## src/rtl/wb_stage_pipe.sv

```systemverilog
// rtl/wb_stage_pipe.sv - registered MIPS write-back stage with load formatting and retire counter
module wb_stage_pipe #(
    parameter int DATA_W            = 32,
    parameter int REG_ADDR_W        = 5,
    parameter bit ZERO_REG_SUPPRESS = 1'b1,
    parameter int CNT_W             = 16
) (
    input  logic                  clk,
    input  logic                  rst_n,
    input  logic                  in_valid,
    input  logic                  in_stall,
    input  logic                  in_flush,
    input  logic                  in_reg_write,
    input  logic [1:0]            in_wb_sel,
    input  logic [1:0]            in_mem_size,
    input  logic                  in_mem_unsigned,
    input  logic [REG_ADDR_W-1:0] in_write_back_destination,
    input  logic [DATA_W-1:0]     in_address,
    input  logic [DATA_W-1:0]     in_read_data,
    input  logic [DATA_W-1:0]     in_link_pc,
    output logic [DATA_W-1:0]     wb_out,
    output logic                  reg_write_out,
    output logic [REG_ADDR_W-1:0] write_back_destination_out,
    output logic                  wb_valid_out,
    output logic                  misalign_out,
    output logic [CNT_W-1:0]      retire_count_out
);

    // Byte offset of the access inside one DATA_W word (2 bits for 32, 3 bits for 64).
    localparam int OFF_W = $clog2(DATA_W / 8);

    localparam logic [1:0] SEL_ALU  = 2'b00;
    localparam logic [1:0] SEL_MEM  = 2'b01;
    localparam logic [1:0] SEL_LINK = 2'b10;

    localparam logic [1:0] SZ_BYTE = 2'b00;
    localparam logic [1:0] SZ_HALF = 2'b01;
    localparam logic [1:0] SZ_WORD = 2'b10;

    logic [OFF_W-1:0] off;
    logic [OFF_W-1:0] half_off;
    logic [OFF_W-1:0] word_off;
    logic [OFF_W+2:0] byte_base;
    logic [OFF_W+2:0] half_base;
    logic [OFF_W+2:0] word_base;

    logic [7:0]        byte_v;
    logic [15:0]       half_v;
    logic [31:0]       word_v;
    logic [DATA_W-1:0] load_ext;
    logic [DATA_W-1:0] result;
    logic              misalign_raw;
    logic              dest_is_zero;
    logic              write_en;

    logic [DATA_W-1:0]     wb_q,    wb_d;
    logic                  rw_q,    rw_d;
    logic [REG_ADDR_W-1:0] dest_q,  dest_d;
    logic                  valid_q, valid_d;
    logic                  mis_q,   mis_d;
    logic [CNT_W-1:0]      cnt_q,   cnt_d;

    // Lane selection: half and word lanes are naturally aligned by masking low offset bits,
    // so a misaligned access still returns the containing aligned lane.
    assign off       = in_address[OFF_W-1:0];
    assign half_off  = off & ~OFF_W'(1);
    assign word_off  = off & ~OFF_W'(3);
    assign byte_base = {off, 3'b000};
    assign half_base = {half_off, 3'b000};
    assign word_base = {word_off, 3'b000};

    // Extract the addressed lane and extend it to the datapath width.
    always_comb begin
        byte_v   = in_read_data[byte_base +: 8];
        half_v   = in_read_data[half_base +: 16];
        word_v   = in_read_data[word_base +: 32];
        load_ext = in_read_data;
        case (in_mem_size)
            SZ_BYTE: load_ext = in_mem_unsigned ? DATA_W'(byte_v) : DATA_W'($signed(byte_v));
            SZ_HALF: load_ext = in_mem_unsigned ? DATA_W'(half_v) : DATA_W'($signed(half_v));
            SZ_WORD: load_ext = in_mem_unsigned ? DATA_W'(word_v) : DATA_W'($signed(word_v));
            default: load_ext = in_read_data;
        endcase
    end

    // Alignment fault only matters for memory-sourced half and word loads.
    always_comb begin
        misalign_raw = 1'b0;
        if (in_wb_sel == SEL_MEM) begin
            if (in_mem_size == SZ_HALF) begin
                misalign_raw = off[0];
            end else if (in_mem_size == SZ_WORD) begin
                misalign_raw = (off[1:0] != 2'b00);
            end
        end
    end

    // Write-back source mux; the unused encoding falls back to the ALU result.
    always_comb begin
        case (in_wb_sel)
            SEL_ALU:  result = in_address;
            SEL_MEM:  result = load_ext;
            SEL_LINK: result = in_link_pc;
            default:  result = in_address;
        endcase
    end

    assign dest_is_zero = (in_write_back_destination == '0);
    assign write_en     = in_valid & in_reg_write & ~(ZERO_REG_SUPPRESS & dest_is_zero);

    // Next-state: flush kills the instruction but keeps data/address, stall holds everything.
    always_comb begin
        wb_d    = wb_q;
        rw_d    = rw_q;
        dest_d  = dest_q;
        valid_d = valid_q;
        mis_d   = mis_q;
        cnt_d   = cnt_q;
        if (in_flush) begin
            valid_d = 1'b0;
            rw_d    = 1'b0;
            mis_d   = 1'b0;
        end else if (!in_stall) begin
            wb_d    = result;
            dest_d  = in_write_back_destination;
            valid_d = in_valid;
            rw_d    = write_en;
            mis_d   = misalign_raw & in_valid;
            if (write_en && (cnt_q != {CNT_W{1'b1}})) begin
                cnt_d = cnt_q + 1'b1;
            end
        end
    end

    // Stage registers, cleared asynchronously.
    always_ff @(posedge clk or negedge rst_n) begin
        if (!rst_n) begin
            wb_q    <= '0;
            rw_q    <= 1'b0;
            dest_q  <= '0;
            valid_q <= 1'b0;
            mis_q   <= 1'b0;
            cnt_q   <= '0;
        end else begin
            wb_q    <= wb_d;
            rw_q    <= rw_d;
            dest_q  <= dest_d;
            valid_q <= valid_d;
            mis_q   <= mis_d;
            cnt_q   <= cnt_d;
        end
    end

    assign wb_out                     = wb_q;
    assign reg_write_out              = rw_q;
    assign write_back_destination_out = dest_q;
    assign wb_valid_out               = valid_q;
    assign misalign_out               = mis_q;
    assign retire_count_out           = cnt_q;

endmodule
```

## config.mk

```make
export PLATFORM = sky130hd
export DESIGN_NAME = wb_stage_pipe
export DESIGN_NICKNAME = d
export VERILOG_FILES = /design/src/rtl/wb_stage_pipe.sv
export SDC_FILE = /design/constraint.sdc
export NUM_CORES = 1
export LEC_CHECK = 0
export CAP_MARGIN = 20
export CORE_MARGIN = 5
export CORE_UTILIZATION = 41
export DETAILED_ROUTE_END_ITERATION = 6
export PLACE_DENSITY_LB_ADDON = 0.25
export RECOVER_POWER = 25
export SETUP_SLACK_MARGIN = 0.5
export SLEW_MARGIN = 15
export SYNTH_ARGS = -nofsm -noshare
export SYNTH_HDL_FRONTEND = slang
export SYNTH_SLANG_ARGS = --single-unit
```

## constraint.sdc

```tcl
create_clock -name clk -period 2.3 [get_ports clk]
set_clock_uncertainty 0.2 [all_clocks]
set_input_delay 0.345 -clock clk [delete_from_list [all_inputs] [get_ports clk]]
set_output_delay 0.345 -clock clk [all_outputs]
set_load 0.03 [all_outputs]
```

Word level (Yosys, flattened, before mapping):

Cells that the tools add are included.

* register bits after elaboration: 56
* input bits: 112
* output and inout bits: 56
* logic and storage cells: 40

* add/subtract/negate cells: 1
* eq/ne operators: 6
* shift operators: 2
* muxes and demuxes: 13
* bitwise operators: 6
* reduce and logical (&&, ||, !) cells: 6

Operators by type and width (number)
* $pmux 32 s2: 2
* $mux 32: 2
* $shiftx 32x6->16: 1
* $shiftx 32x6->8: 1
* $add 16x1->16 const B: 1
* $ne 16x16->1 const B: 1
* $mux 1: 9
* $logic_not 5->1: 1
* $eq 2x1->1 const B: 2
* $eq 2x2->1 const B: 2
* $and 1x1->1: 3
* $not 1->1: 3
* $reduce_and 3->1: 1
* $logic_not 2->1: 1
* $ne 2x1->1 const B: 1
* $reduce_and 2->1: 1
* $reduce_bool 2->1: 1
* $logic_and 1x1->1: 1

Depth between registers and ports, before layout:

Gate-level depths: netlist of run 1.

* depth in word-level cells: 7
* gate-level depth with buffers: 8
* depth with buffers taken out: 6

Worst setup path after synthesis of run 1:

No wires, ideal clock.

* path kind: register to register
* from: register cnt_q[0], in the netlist retire_count_out[0]
* to: register cnt_q[10], in the netlist retire_count_out[10]
* setup time: 0.134 ns
* arrival time: 1.958 ns
* data required time: 1.966 ns
* setup slack: 0.008 ns
* cell stages (with the launch flop): 8
* path buffers: 1
* period minus slack after synthesis: 2.292 ns
* path through: dfrtp_1 ha_1 and2_1 and4_1 a31oi_1 buf_2 nand4_1 xnor2_1

* cells in the longest elaborated chain, start to end: 3
* elaborated cells between the ends (all ways): 4

RTL lines
* start, declared: line 61 `logic [CNT_W-1:0] cnt_q, cnt_d;`
* start signal, assigned: line 150 `cnt_q <= cnt_d;`
* branches (longest 3 deep; another with $add 16x1->16)

Parallel ways; which one is timed is not known.
A chain may end at the register's enable or synchronous reset.

Worst setup path after layout of run 1:

* from: register cnt_q[0], in the netlist retire_count_out[0]
* to: register cnt_q[9], in the netlist retire_count_out[9]

The elaborated chain is that of the path after synthesis.

==> summary.md, run 1 <==
| Metric | Value |
|---|---|
| Routed length per instance | ~19 um |
| Synthesis Warnings | 0 |
| TritonRoute pass-1 iters | 4 |
| Top-count cell post-synth | o21ai_0 |
| Worst path arrival time | 1.92 ns |
| Worst slew margin | 17.2% |
| CTS sink cnt | 56 |
| H-tree depth | 2 |
| Fin Hold WS | 0.0391 ns |
| Hold Violations, Final | 0 |
| CP top delay family | flip-flops |
| Initial Utilization | 42.7% |
| N_diodes | 0 |
| DRT Wirelength | 13.2 mm |
| Routed vias | 3854 |
| Final setup violation count | 0 |
| Placed Area | 0.00544 mm2 |
| FF/Latch Area | around 0.0014 mm2 |
| Vias in the first global route | 3959 |
| Fmax | 520 MHz |
| Routability cong. | 0.887 |
| Setup crit end kind | flip-flop |
| Area of the multi-input gates | between 0.0015 and 0.002 mm2 |
| # rows | 32 |
| Netlist Area Pre-Place | about 0.0033 mm2 |
| Share of post-route cells with drive strength above 1 | 21.5% |
| Final Slew Violations | 0 |
| Boundary Pins | 168 |
| Clk root buf | clkbuf_8 |
| Die Ht | 100 um |
| Min cycle time layout | 1.92 ns |
| Synth top area share | between 40% and 50% |
| Clock transition at the registers of the reported paths | 0.10 ns |
| Post-Syn Nets | 506 |
| Kind of critical path | flip-flop to flip-flop |
| Worst hold-check path type | input pin to flip-flop |
| Worst path buffer plus inverter count | 2 |
| Clock Latency Late Sink | 0.31 ns |
| Area leader, netlist | dfrtp_1 |
| Initial antenna violation count | 0 |
| GRT Total Usage | about a quarter |
| Maximum vdd drop | just under 0.5 mV |
| Clock tree buffer depth | 2 |
| Cells after Synth | 391 |
| Seq/Total Area, Yosys | 42.1% |
| Worst-Margin Slew | 1.24 ns |
| P per Cell Area | 544 mW/mm2 |
| Number of flops mapped to enable cells by yosys | 0 |
| Vias per inst | 5.54 |
| Post-synth ARST share | 100% |
| Finished Cell Area | 0.00570 mm2 |
| RSZ-0062 raised after global routing | yes |
| CTS buffer count | 5 |
| Leakage power | roughly 2.5 nW |
| Power after layout | 0.00310 W |
| Iteration-0 DRC count of the detailed router | approximately 270 |
| I/O Buffers | 167 |
| Detailed placement HPWL | between 9 and 10 mm |
| Synth Area in Adders | 1.13% |
| CP max FO | 4 |
| MaxCap Viol Count | 0 |
| Simple-Gate Fraction of Synth Area | 15.8% |
| Final period utilization | 83.7% |
| CP Data Required Time | between 2 and 2.5 ns |
| Synth Area in XOR/XNOR | around 4% |
| Filler cells | 622 |
| Synth Area in Compound Gates | 27.4% |
| Ys flop type | dfrtp_1 |
| Clock power frac | 17.9% |
| Drc violations | 0 |
| Total Nets Final | 708 |
| CTS tree | yes |
| Total internal power | between 0.0015 and 0.002 W |
| Sequential Power Share | 39.5% |
| Overflow after GRT | 0 |
| Area growth from synthesis to layout | 71.1% |
| Cells taking the most area after synthesis | dfrtp_1 (42%), o21ai_0 (10%), a21oi_1 (8.4%) |
| Antenna-violating nets left | 0 |
| Critical path launch point type | flip-flop |
| Max incr delay on CP | between 0.4 and 0.5 ns |
| Combinational Power Share | 42.6% |
| Die Footprint | between 0.01 and 0.015 mm2 |
| First-pass GRT wire length | 20.9 mm |
| Core Area | 0.00781 mm2 |
| Yosys reg bits | 56 |
| Post-synthesis cell type count | 42 |
| Avg Cell Area, Syn | 8.52 um2 |
| Result of the run | completed |
| Die boundary width | 100 um |
| Largest net degree at the start of global routing | 39 |
| Dpl cells | 668 |
| Critical path, cell by cell | ha_4, and2_4, and4_4, a31oi_4, buf_4, buf_6, nand3_4, xnor2_2 |
| Sw Pwr | 0.00117 W |
| Commonest cells post-synth | o21ai_0 (68), a21oi_1 (56), dfrtp_1 (56) |
| Non-filler instance count after layout | 696 |
| Sw Ratio | 37.6% |
| Main combinational cell family by area after synthesis | compound AO/OA/AOI/OAI gates |
| Slowest CP cell | dfrtp_2 |
| Mux contribution to synthesized area | 4.32% |
-- metrics by stage --
step	setup TNS (ns)	util [%]	setup slack [ns]
6_report	0	73.0	0.376
4_1_cts	0	73.0	0.387
2_1_floorplan	0	-	0.345
5_1_grt	0	73.0	0.302
3_5_place_dp	-4.02	69.6	-0.182
3_3_place_gp	-3.47	69.6	-0.142
-- what timing repair did --
action                                  in CTS  in global routing
gates cloned                                 2                  0
endpoints found under the setup margin     104                 45
hold endpoints to repair                    21                  0
resized for setup                          113                 28
pin swaps                                   19                  9
hold buffers                                 1                  0
buffers inserted                            14                  3
-- kinds of logic after synthesis --
kind of cell               count (synthesis)
AOI/OAI and AO/OA                        161
and+or+nand+nor                          102
DFF                                       56
buffers and inverters                     42
xor gates and xnor gates                  15
muxes                                     12
adders and majority gates                  3
-- layer usage --
| metal | vias up | routed length [um] | global-route usage, % |
|---|---|---|---|
| li1 | 1835 | - | - |
| met4 | 0 | 296 | 7.77 |
| met3 | 21 | 968 | 4.59 |
| met5 | - | 0 | 0 |
| met1 | 1820 | 5650 | 35.0 |
| met2 | 178 | 6290 | 42.5 |
-- power groups by stage --
stage	Combinational (W)	Clock (W)	Sequential, W
after floorplan	0.000357	0	0.00153
after global placement	0.00129	0	0.00126
after detailed placement	0.00130	0	0.00126
after CTS	0.00128	0.000560	0.00123
after global routing	0.00142	0.000594	0.00124
final	0.00132	0.000554	0.00122
-- registers in the layout, indices dropped and copies added, names as in the netlist --
register and flops:
misalign_out 1, reg_write_out 1, retire_count_out 16, wb_out 32, wb_valid_out 1, write_back_destination_out 5
-- layout make-up --
type	instances	area share, %
Multi-Input combinational cell	294	34.7
Clock inverter	2	0.285
Timing Repair Buffer	227	36.2
Tap cell	102	2.24
Clock buffer	6	1.27
Inverter	9	0.593
Sequential cell	56	24.7
-- worst reg2reg max path: stages, from the launching register on --
cell,delay [ns]
dfrtp_2,0.45
ha_4,0.17
and2_4,0.15
and4_4,0.17
a31oi_4,0.22
buf_4,0.15
buf_6,0.09
nand3_4,0.07
xnor2_2,0.15
-- cell usage in the layout (no fill, tap or decap), types with 3 or more instances in the layout --
| master | instances |
|---|---|
| a211oi_1 | 14 |
| buf_6 | 9 |
| buf_4 | 47 |
| dlygate4sd2_1 | 60 |
| mux2_2 | 7 |
| xnor2_1 | 13 |
| nand2_1 | 44 |
| and2_1 | 4 |
| a21oi_1 | 55 |
| o21ai_2 | 3 |
| o21ai_1 | 8 |
| nand2_2 | 3 |
| buf_12 | 3 |
| o21ai_0 | 57 |
| nand4_1 | 7 |
| dfrtp_2 | 5 |
| clkbuf_8 | 5 |
| clkdlybuf4s50_1 | 91 |
| o221ai_1 | 4 |
| or3_1 | 16 |
| ha_4 | 3 |
| inv_1 | 7 |
| and3_1 | 5 |
| clkbuf_1 | 3 |
| nand3_2 | 3 |
| dfrtp_1 | 51 |
| clkbuf_2 | 9 |
| o22ai_1 | 6 |
-- final timing paths --
path,from,endpoint,slack (ns),cells after the start
hold reg to reg,write_back_destination_out[4]$_DFFE_PN0P_,write_back_destination_out[4]$_DFFE_PN0P_,0.28,2
setup reg to reg,retire_count_out[0]$_DFFE_PN0P_,retire_count_out[9]$_DFFE_PN0P_,0.38,8
min in group asynchronous,rst_n,write_back_destination_out[4]$_DFFE_PN0P_,0.61,2
hold / removal,in_write_back_destination[3],write_back_destination_out[3]$_DFFE_PN0P_,0.04,3
max in group asynchronous,rst_n,retire_count_out[0]$_DFFE_PN0P_,0.49,3
setup / recovery,retire_count_out[0]$_DFFE_PN0P_,retire_count_out[9]$_DFFE_PN0P_,0.38,8
Power figures use the tool's default switching activity.
==> inputs of run 2 (changes only) <==
clock period = 1.9 ns   (was 2.3 ns; I/O delays follow)
==> summary.md, run 2 (synthesis results as in run 1) <==
| Metric | Value |
|---|---|
| Met3 Usage GRT | 6.25% |
| Setup crit end kind | flip-flop |
| CP max FO | 7 |
| Combinational Power Share | 48.8% |
| R2R depth | 6 |
| Share of post-route cells with drive strength above 1 | 46.7% |
| GR Util met2 | 48.6% |
| Hold Violations, Final | 0 |
| I/O Buffers | 167 |
| Final Slew Violations | 0 |
| Total internal power | 0.00269 W |
| Routability cong. | 0.935 |
| Overflow after GRT | 0 |
| P per Cell Area | approximately 650 mW/mm2 |
| Area of the multi-input gates | 0.00235 mm2 |
| Max FFs per register | 32 |
| Iteration-0 DRC count of the detailed router | 335 |
| Die Ht | around 100 um |
| Clock transition at the registers of the reported paths | between 0.1 and 0.15 ns |
| Commonest non-fill, non-tap cell in the layout | clkdlybuf4s50_1 |
| Drc violations | 0 |
| Largest net degree at the start of global routing | 57 |
| GRT busiest layer | met2 |
| Result of the run | completed |
| Worst-Margin Slew | 0.797 ns |
| GRT Total Usage | 29.0% |
| Routed length per instance | 22.2 um |
| RSZ-0062 raised after global routing | yes |
| MaxCap Viol Count | 0 |
| Critical path launch point type | flip-flop |
| Maximum vdd drop | 0.856 mV |
| Leakage power | 2.84 nW |
| DP Worst Slack | -0.515 ns |
| Commonest non-fill, non-tap cells in the layout | clkdlybuf4s50_1 (78), buf_4 (76), buf_6 (69) |
| Routed vias | ~4400 |
| Antenna-violating nets left | 0 |
| Die boundary width | 100 um |
| CTS tree | yes |
| Clock Latency Late Sink | between 0.3 and 0.4 ns |
| Worst hold-check path type | input pin to flip-flop |
| Clk root buf | clkbuf_8 |
| Clock power frac | around 17% |
| Final setup violation count | 0 |
| Sw Pwr | 0.00167 W |
| Total Nets Final | 750 |
| Sw Ratio | 38.4% |
| Boundary Pins | 168 |
| FF/Latch Area | 0.00141 mm2 |
| Hold Crit Depth | 3 |
| Fmax | 536 MHz |
| Fin worst setup slack | about 0.033 ns |
| Area growth from synthesis to layout | 99.9% |
| Worst slew margin | 46.9% |
| Vias per inst | between 5 and 6 |
| DRT Wirelength | 16.4 mm |
| Core Area | 0.00781 mm2 |
| Clock tree buffer depth | 2 |
| CP Data Required Time | slightly below 2 ns |
| Filler cells | 401 |
| Initial Utilization | 42.7% |
| Vias in the first global route | 4364 |
| CTS buffer count | 5 |
| Final period utilization | a little over nine tenths |
| H-tree depth | 2 |
| Sequential Power Share | about a third |
| Detailed placement HPWL | roughly 10 mm |
| First-pass GRT wire length | 23.0 mm |
| Fin Hold WS | 0.0720 ns |
| CTS sink cnt | 56 |
| Initial antenna violation count | 2 |
| # rows | 32 |
| Die Footprint | between 0.01 and 0.015 mm2 |
| TritonRoute pass-1 iters | 5 |
| Worst path arrival time | between 1.5 and 2 ns |
| Kind of critical path | flip-flop to flip-flop |
| M1 GR Usage | between 30 and 40% |
| Min cycle time layout | 1.87 ns |
==> run 2: per-stage QoR <==
step	setup TNS [ns]	utilization [%]	cell area, um2	cells	total power, W
final	0	85.3	6660	740	0.00436
after detailed placement	-18.24	71.8	5610	682	0.00320
after global routing	-0.0726	85.3	6660	740	0.00453
after CTS	0	77.2	6030	714	0.00394
after floorplan	-0.0150	-	3610	391	0.00231
after global placement	-16.35	71.8	5610	682	0.00317
==> run 2: routing by layer <==
| metal | vias to the layer above | share of wire [%] |
|---|---|---|
| met4 | 0 | 4.6 |
| met3 | 70 | 10 |
| met2 | 314 | 49 |
| li1 | 1931 | - |
| met1 | 2094 | 36 |
| met5 | - | 0 |
==> run 2: area by class of cell <==
cell class	count	share of cell area, %
well taps	102	1.92
flip-flops and latches	56	21.1
diodes	2	0.0752
repair inverters	2	0.301
repair buffers	266	39.1
clock inverters	3	0.338
multi-input cells	295	35.3
clock buffers	5	1.03
inverters	9	0.733
==> run 2: what timing repair did <==
| item | in CTS | in global routing |
|---|---|---|
| resized for setup | 488 | 156 |
| endpoints found under the hold margin | 59 | 0 |
| cloned | 7 | 0 |
| hold buffers | 4 | 0 |
| setup buffers | 13 | 24 |
| pin swaps | 53 | 42 |
| endpoints found under the setup margin | 111 | 104 |
==> run 2: path summary, 6_finish.rpt <==
path | start | slack, ns | end
min reg2reg | write_back_destination_out[3]$_DFFE_PN0P_ | 0.29 | write_back_destination_out[3]$_DFFE_PN0P_
max | retire_count_out[1]$_DFFE_PN0P_ | 0.03 | retire_count_out[10]$_DFFE_PN0P_
min in group asynchronous | rst_n | 0.48 | write_back_destination_out[0]$_DFFE_PN0P_
max reg2reg | retire_count_out[1]$_DFFE_PN0P_ | 0.03 | retire_count_out[10]$_DFFE_PN0P_
min | in_write_back_destination[0] | 0.07 | write_back_destination_out[0]$_DFFE_PN0P_
max in group asynchronous | rst_n | 0.47 | retire_count_out[3]$_DFFE_PN0P_
==> run 2: worst max-delay path, cell delays in order (launching register included) <==
cell and delay, ns:
dfrtp_2 0.45, ha_4 0.16, and2_4 0.15, and4_4 0.17, a31oi_4 0.26, nand4_1 0.18, xnor2_1 0.22
==> run 2: power by group through the flow <==
stage / sequential, W / clock (W) / combinational (W)
5_1_grt: 0.00153 / 0.000778 / 0.00222
4_1_cts: 0.00148 / 0.000713 / 0.00175
3_5_place_dp: 0.00150 / 0 / 0.00170
6_report: 0.00151 / 0.000723 / 0.00213
3_3_place_gp: 0.00149 / 0 / 0.00168
2_1_floorplan: 0.00185 / 0 / 0.000459
==> inputs of run 3 (changes only) <==
CORE_UTILIZATION = 40   (was 41)
==> summary.md, run 3 (synthesis results as in run 1) <==
| Metric | Value |
|---|---|
| Result of the run | completed |
| Die Ht | 101 um |
| Reg-to-reg critical path endpoint | retire_count_out[10]$_DFFE_PN0P_ |
| Fin Hold WS | 0.103 ns |
| Min cycle time layout | 1.89 ns |
| DRT Wirelength | 14.8 mm |
| CP top delay family | simple AND/OR/NAND/NOR gates |
| Placed Area | between 0.005 and 0.006 mm2 |
| Worst Hold Launch | in_write_back_destination[0] |
| Core Area | roughly 0.008 mm2 |
| P per Cell Area | between 600 and 700 mW/mm2 |
| Largest net degree at the start of global routing | 57 |
| CTS sink cnt | 56 |
| Iteration-0 DRC count of the detailed router | 246 |
| Clock tree buffer depth | 2 |
| Share of post-route cells with drive strength above 1 | between 40% and 50% |
| Routed length per instance | between 20 and 25 um |
| CTS tree | yes |
| I/O Buffers | 167 |
| Commonest non-fill, non-tap cells in the layout | clkdlybuf4s50_1 (80), buf_4 (79), buf_6 (56) |
| Commonest non-fill, non-tap cell in the layout | clkdlybuf4s50_1 |
| Critical path launch point type | flip-flop |
| Setup crit end kind | flip-flop |
| Met3 Usage GRT | 4.55% |
| Vias per inst | 5.73 |
| Non-filler instance count after layout | between 700 and 800 |
| Worst-Margin Slew | 0.779 ns |
| H-tree depth | 2 |
| CP Data Required Time | 1.92 ns |
| Final period utilization | 99.3% |
| M1 GR Usage | 33.9% |
| Area growth from synthesis to layout | 93.4% |
| Worst r2r src | retire_count_out[0]$_DFFE_PN0P_ |
| Critical path, cell by cell | ha_4, and2_4, and4_4, a31oi_4, buf_4, nand4_1, xnor2_1 |
| Hold Violations, Final | 0 |
| Vias in the first global route | 4269 |
| Boundary Pins | 168 |
| GRT busiest layer | met2 |
| TritonRoute pass-1 iters | 5 |
| GR Util met2 | 47.7% |
| Endpoint, Worst Hold | write_back_destination_out[0]$_DFFE_PN0P_ |
| Routability cong. | 0.926 |
| Finished Cell Area | 0.00644 mm2 |
| Clock Latency Late Sink | about 0.32 ns |
| Detailed placement HPWL | 10.1 mm |
| Max incr delay on CP | 0.44 ns |
| Total Nets Final | 745 |
| Final setup violation count | 0 |
| Maximum vdd drop | slightly above 0.8 mV |
| Setup TNS Final | 0 ns |
| Dpl cells | 682 |
| Worst slew margin | 48.0% |
| Max FFs per register | 32 |
| Filler cells | 540 |
| DP Worst Slack | -0.509 ns |
| Initial antenna violation count | 1 |
| Antenna-violating nets left | 0 |
| Routed vias | 4222 |
| Hold Crit Depth | 3 |
| Worst reg2reg setup slack | 0.01 ns |
| CP startpoint | retire_count_out[0]$_DFFE_PN0P_ |
| Worst path buffer plus inverter count | 1 |
| Die boundary width | 101 um |
| Clock transition at the registers of the reported paths | 0.11 ns |
| RSZ-0062 raised after global routing | yes |
| Worst hold-check path type | input pin to flip-flop |
| Worst path arrival time | 1.90 ns |
| # rows | 33 |
| Overflow after GRT | 0 |
| CTS buffer count | 5 |
| Clk root buf | clkbuf_8 |
| Die Footprint | 0.0103 mm2 |
| Kind of critical path | flip-flop to flip-flop |
| CP max FO | 3 |
| Leakage power | 2.77 nW |
| First-pass GRT wire length | 22.1 mm |
| Slowest CP cell | dfrtp_2 |
| GRT Total Usage | 27.3% |
| MaxCap Viol Count | 0 |
| Initial Utilization | roughly two fifths |
| Fin worst setup slack | 0.0125 ns |
| Drc violations | 0 |
| R2R depth | 7 |
| Fmax | 530 MHz |
| Final Slew Violations | 0 |
## run 3: cell types whose count changed in the layout (fill, tap and decap cells not counted), moves of 3 or more
cell     before  now
buf_6        69   56
a21oi_1      30   38
a21oi_2      25   17
o21ai_2      21   15
o21ai_1      23   28
buf_2         9   13
buf_4        76   79
## run 3: metal layers
layer / wire length, um / up-vias
li1: - / 1908
met1: 5790 / 2038
met2: 7350 / 234
met3: 1140 / 42
met4: 499 / 0
met5: 0 / -
## run 3: repair_timing
action / CTS / global route
hold endpoints to repair: 59 / 0
setup endpoints to repair: 111 / 98
resized for setup: 471 / 128
hold buffers: 4 / 0
cloned: 4 / 0
setup buffers: 15 / 23
pin swaps: 60 / 39
## run 3: power breakdown
group / switching (W) / internal, W / total, W
combinational: 0.00100 / 0.000964 / 0.00196
clock: 0.000443 / 0.000272 / 0.000715
sequential: 0.000126 / 0.00137 / 0.00149
## run 3: metrics by stage
step	power, W	util, %
6_report	0.00417	78.8
5_1_grt	0.00435	78.8
4_1_cts	0.00394	73.3
3_5_place_dp	0.00319	68.5
3_3_place_gp	0.00316	68.5
2_1_floorplan	0.00231	-
## run 3: cell type report
| class | instances | area, um2 | share of cell area [%] |
|---|---|---|---|
| Antenna cell | 1 | 2.50 | 0.0389 |
| Clock buffer | 5 | 68.8 | 1.07 |
| Clock inverter | 3 | 27.5 | 0.427 |
| Inverter | 9 | 48.8 | 0.758 |
| Multi-Input combinational cell | 294 | 2240 | 34.8 |
| Sequential cell | 56 | 1410 | 21.9 |
| Tap cell | 105 | 131 | 2.04 |
| Timing Repair Buffer | 263 | 2500 | 38.9 |
| Timing Repair inverter | 1 | 6.26 | 0.0971 |
## run 3: worst reg2reg max path: cells and delay by family (launching register included)
kind	cells	cell delay [ns]
compound gates	1	0.20
fa+ha+maj	1	0.16
buf+inv	1	0.17
flops	1	0.44
simple gates	3	0.46
xor+xnor	1	0.15
## run 3: how the worst max path moves through the flow
stage | to | slack (ns) | cells after the start
global placement | wb_out[15]$_DFFE_PN0P_ | -0.49 | 6
finish | retire_count_out[10]$_DFFE_PN0P_ | 0.01 | 7
global route | retire_count_out[13]$_DFFE_PN0P_ | -0.05 | 5
floorplan | retire_count_out[10]$_DFFE_PN0P_ | -0.007 | 7
CTS | retire_count_out[1]$_DFFE_PN0P_ | 0.05 | 6
detailed placement | wb_out[15]$_DFFE_PN0P_ | -0.51 | 6
